`src/rtl/uart_rx.sv`:
```
// UART receiver: oversampled start/data/parity/stop framing with one-cycle strobes.
// Optional build macro UART_RX_MAJORITY_EN selects 2-of-3 majority sampling.
module uart_rx #(
  parameter int DATA_WIDTH = 8
) (
  input  logic                  CLK,
  input  logic                  RST,
  input  logic                  RX_IN,
  input  logic [5:0]            Prescale,
  input  logic                  PAR_EN,
  input  logic                  PAR_TYP,
  output logic [DATA_WIDTH-1:0] P_DATA,
  output logic                  Data_Valid,
  output logic                  Par_Err,
  output logic                  Stp_Err
);

  localparam int BW = (DATA_WIDTH > 1) ? $clog2(DATA_WIDTH) : 1;

  typedef enum logic [2:0] {IDLE, START, DATA, PARITY, STOP} state_t;

  state_t                r_state;
  logic [5:0]            r_edge_cnt;
  logic [BW-1:0]         r_bit_cnt;
  logic [5:0]            r_pre;
  logic                  r_par_en;
  logic                  r_par_typ;
  logic                  r_par_err;
  logic [DATA_WIDTH-1:0] r_shift;
  logic                  r_smp;

  logic [5:0]            w_half;
  logic                  w_last;
  logic                  w_bit;

  assign w_half = {1'b0, r_pre[5:1]};
  assign w_last = (r_edge_cnt == r_pre - 6'd1);

`ifdef UART_RX_MAJORITY_EN
  logic r_smp_lo;
  logic r_smp_hi;

  // Samples either side of the centre; majority masks a one-cycle line glitch.
  always_ff @(posedge CLK or negedge RST) begin
    if (!RST) begin
      r_smp_lo <= 1'b0;
      r_smp    <= 1'b0;
      r_smp_hi <= 1'b0;
    end else if (r_state != IDLE) begin
      if (r_edge_cnt == w_half - 6'd1) r_smp_lo <= RX_IN;
      if (r_edge_cnt == w_half)        r_smp    <= RX_IN;
      if (r_edge_cnt == w_half + 6'd1) r_smp_hi <= RX_IN;
    end
  end

  assign w_bit = (r_smp_lo & r_smp) | (r_smp_lo & r_smp_hi) | (r_smp & r_smp_hi);
`else
  always_ff @(posedge CLK or negedge RST) begin
    if (!RST)                                      r_smp <= 1'b0;
    else if (r_state != IDLE && r_edge_cnt == w_half) r_smp <= RX_IN;
  end

  assign w_bit = r_smp;
`endif

  always_ff @(posedge CLK or negedge RST) begin
    if (!RST) begin
      r_state    <= IDLE;
      r_edge_cnt <= '0;
      r_bit_cnt  <= '0;
      r_pre      <= '0;
      r_par_en   <= 1'b0;
      r_par_typ  <= 1'b0;
      r_par_err  <= 1'b0;
      r_shift    <= '0;
      P_DATA     <= '0;
      Data_Valid <= 1'b0;
      Par_Err    <= 1'b0;
      Stp_Err    <= 1'b0;
    end else begin
      Data_Valid <= 1'b0;
      Par_Err    <= 1'b0;
      Stp_Err    <= 1'b0;
      case (r_state)
        IDLE: begin
          r_edge_cnt <= '0;
          if (!RX_IN) begin
            r_state    <= START;
            r_edge_cnt <= 6'd1;
            r_pre      <= Prescale;
            r_par_en   <= PAR_EN;
            r_par_typ  <= PAR_TYP;
            r_par_err  <= 1'b0;
          end
        end
        default: begin
          r_edge_cnt <= w_last ? 6'd0 : r_edge_cnt + 6'd1;
          if (w_last) begin
            case (r_state)
              START: begin
                r_bit_cnt <= '0;
                r_state   <= w_bit ? IDLE : DATA;
              end
              DATA: begin
                r_shift <= {w_bit, r_shift[DATA_WIDTH-1:1]};
                if (r_bit_cnt == BW'(DATA_WIDTH - 1)) begin
                  r_bit_cnt <= '0;
                  r_state   <= r_par_en ? PARITY : STOP;
                end else begin
                  r_bit_cnt <= r_bit_cnt + 1'b1;
                end
              end
              PARITY: begin
                r_par_err <= ((^r_shift) ^ r_par_typ) != w_bit;
                r_state   <= STOP;
              end
              STOP: begin
                Par_Err    <= r_par_err;
                Stp_Err    <= ~w_bit;
                Data_Valid <= ~r_par_err & w_bit;
                if (~r_par_err & w_bit) P_DATA <= r_shift;
                // An early falling line here is edge 0 of the next frame.
                if (!RX_IN) begin
                  r_state    <= START;
                  r_edge_cnt <= 6'd1;
                  r_pre      <= Prescale;
                  r_par_en   <= PAR_EN;
                  r_par_typ  <= PAR_TYP;
                  r_par_err  <= 1'b0;
                end else begin
                  r_state <= IDLE;
                end
              end
              default: r_state <= IDLE;
            endcase
          end
        end
      endcase
    end
  end

endmodule
```
`config.mk`:
```
export PLATFORM = sky130hd
export DESIGN_NAME = uart_rx
export DESIGN_NICKNAME = d
export VERILOG_FILES = /design/src/rtl/uart_rx.sv
export SDC_FILE = /design/constraint.sdc
export NUM_CORES = 1
export LEC_CHECK = 0
export CAP_MARGIN = 20
export CORE_MARGIN = 3
export CORE_UTILIZATION = 55
export DETAILED_ROUTE_END_ITERATION = 10
export GPL_TIMING_DRIVEN = 0
export HOLD_SLACK_MARGIN = 0.03
export PLACE_DENSITY = 0.78
export SLEW_MARGIN = 40
export SYNTH_ARGS = -nofsm -noshare
export SYNTH_HDL_FRONTEND = slang
export SYNTH_SLANG_ARGS = --single-unit
```
`constraint.sdc`:
```
create_clock -name CLK -period 2.6 [get_ports CLK]
set_input_delay 0.65 -clock CLK [delete_from_list [all_inputs] [get_ports CLK]]
set_output_delay 0.65 -clock CLK [all_outputs]
set_load 0.02 [all_outputs]
```
==> run metrics <==
all-layer global routing usage 19.1%; largest net degree at the start of global routing 42; ys flop type dfrtp_1; first-pass GRT wire length 6540 um; WHS 0.318 ns; total die area 4510 um2; worst path bufs/invs 2; synthesis-to-finish area growth 19.8%; Congestion Overflow GR 0; Worst Path Required 2.78 ns; Routed WL 3720 um; I/O pins 22; Mean Syn Cell Area 12.1 um2; Worst Clk Skew 0.00716 ns; Critical Path End Type flip-flop; via count 1,389; final hold violation count 0; status completed; initial antenna violation count 0; max incr delay on CP 0.42 ns; Max Fclk 403 MHz; Arrival @ worst endpoint 2.67 ns; Bufs on Longest Clock Path 2; max-slew violation count 0; register area share after synthesis 49.9%; Cell Area, Synth 2060 um2; # diodes 0; Setup CP Type flip-flop to flip-flop; Chip Width 67.2 um; # hold bufs at CTS 0; VDD IR max 0.604 mV; Hold Path Class primary input to asynchronous set/reset pin; syn nets 185; Pwr Total 2.38 mW; Post-Synthesis Cells 170; slew margin rel. 66.9%; number of H-tree levels 2; slowest library cell on the worst path dfrtp_1; CTS Buf Count 5; Vias/cell 5.62; Cell Chain, Critical Path inv_1, ha_2, xnor2_1, a211oi_2, o311ai_2, or2_1, buf_6, or3_4, a221o_1; row cnt 21; worst-margin pin slew 0.497 ns; vias in the first global route 1,457; port bufs 21; proportion of layout cells with a drive suffix above 1 27.9%; DRC violations left 0; DR iter-0 viols 95; Placeable Area 3470 um2; wire per inst 15.0 um; DR pass1 iterations 4; # clock sinks 41; die height 67.2 um; Final TNS setup 0 ns; clock latency on the worst-skew pair 0.30 ns; worst r2r src r_pre[0]; Yosys warning count 0; Async SR Flop Fraction 100%; Synth Register Bits 41; global placer's final weighted congestion 0.800; Synth cell types 39; CTS tree done; clock transition at the registers of the reported paths 0.08 ns; Nets 215; Top delay family on crit path compound AO/OA/AOI/OAI gates; commonest cells after routing, fill and taps aside 41 x dfrtp_1, 25 x mux2_2, 20 x clkdlybuf4s50_1; Setup-failing EPs final 0; Root Buffer clkbuf_8; leading cell type in the layout, fill and taps excluded dfrtp_1; pwr dens 967 nW/um2; final HPWL from detailed placement 2680 um; crit path max fanout 9; startpoint types flip-flop; post-layout minimum cycle time 2.48 ns; max-cap violations 0; Tcrit/Tclk final 95.5%; Lkg Pwr 1.10 nW; beginning of the critical path r_pre[0]; Starting Density 59.3%; Antenna Nets Post-Route 0; Post-synth EDFFs 0
routing by layer:
metal  global-route usage, %  part of all wire (%)  vias to the layer above
met1                    24.9                    44                      682
met2                    31.4                    49                       35
met5                       0                     0                        -
met4                    6.58                   1.5                        0
met3                    4.49                   4.8                        9
li1                        -                     -                      663
power breakdown:
group | switching (mW) | internal, mW
Clock | 0.232 | 0.195
Sequential | 0.192 | 0.791
Combinational | 0.460 | 0.511
Total | 0.884 | 1.50
cell type report:
type	instances	area, um2
tap	46	57.6
buffer	7	38.8
inverter	4	15.0
clock buffer	5	68.8
sequential	41	1030
timing repair buffer	23	235
multi-input combinational	118	997
clock inverter	3	25.0
fill	265	1000
kinds of logic (layout without fill, tap and decap cells):
group / Yosys count / in the layout / synth area share, %
AOI/OAI and AO/OA: 17 / 17 / 6.57
and+or+nand+nor: 46 / 46 / 13.7
DFF: 41 / 41 / 49.9
adders and majority gates: 4 / 4 / 2.43
muxes: 25 / 25 / 13.7
buffers and inverters: 11 / 42 / 2.62
xor gates and xnor gates: 26 / 26 / 11.1
cell usage after synthesis, types with 3 or more instances:
| cell | instances | share of area, % |
|---|---|---|
| dfrtp_1 | 41 | 50 |
| mux2_2 | 25 | 14 |
| xnor2_1 | 19 | 8.1 |
| nor2_1 | 14 | 2.6 |
| xor2_1 | 7 | 3.0 |
| and3_1 | 4 | 1.2 |
| buf_2 | 4 | 0.97 |
| ha_1 | 4 | 2.4 |
| inv_1 | 4 | 0.73 |
| nand3_1 | 4 | 0.97 |
| nand2_1 | 3 | 0.55 |
| nor3b_1 | 3 | 1.1 |
| o21ai_0 | 3 | 0.73 |
per-stage QoR:
step,utilization (%),cells,worst slack [ns],cell area [um2]
after global placement,67.0,237,-0.0472,2320
after detailed placement,67.0,237,0.0727,2320
after global routing,71.0,247,-0.0472,2460
final,71.0,247,0.118,2460
after CTS,69.7,245,0.0685,2420
after floorplan,-,170,0.274,2060
sequential cells by signal, indices dropped and copies added (netlist names):
signal	count
Data_Valid	1
r_smp	1
r_edge_cnt	6
r_state	3
r_par_en	1
r_par_err	1
r_shift	8
r_bit_cnt	3
Stp_Err	1
P_DATA	8
Par_Err	1
r_par_typ	1
r_pre	6
path summary, 6_finish.rpt:
check                               end  slack [ns]  cells after the start
max                        r_bit_cnt[0]        0.12                      9
min                        r_bit_cnt[2]        0.32                      1
max reg2reg                r_bit_cnt[0]        0.12                      9
min reg2reg                  Data_Valid        0.48                      1
max in group asynchronous         r_smp        1.94                      1
min in group CLK             Data_Valid        0.48                      1
worst register-to-register path, stage by stage, from the launching register on:
cell	delay, ns
dfrtp_1	0.42
inv_1	0.09
ha_2	0.28
xnor2_1	0.14
a211oi_2	0.18
o311ai_2	0.16
or2_1	0.24
buf_6	0.14
or3_4	0.37
a221o_1	0.36
what timing repair did:
item | 4_1_cts | 5_1_grt
endpoints found under the setup margin | 0 | 27
resized for setup | 0 | 4
setup buffers | 0 | 2
(Power assumes the default switching activity.)
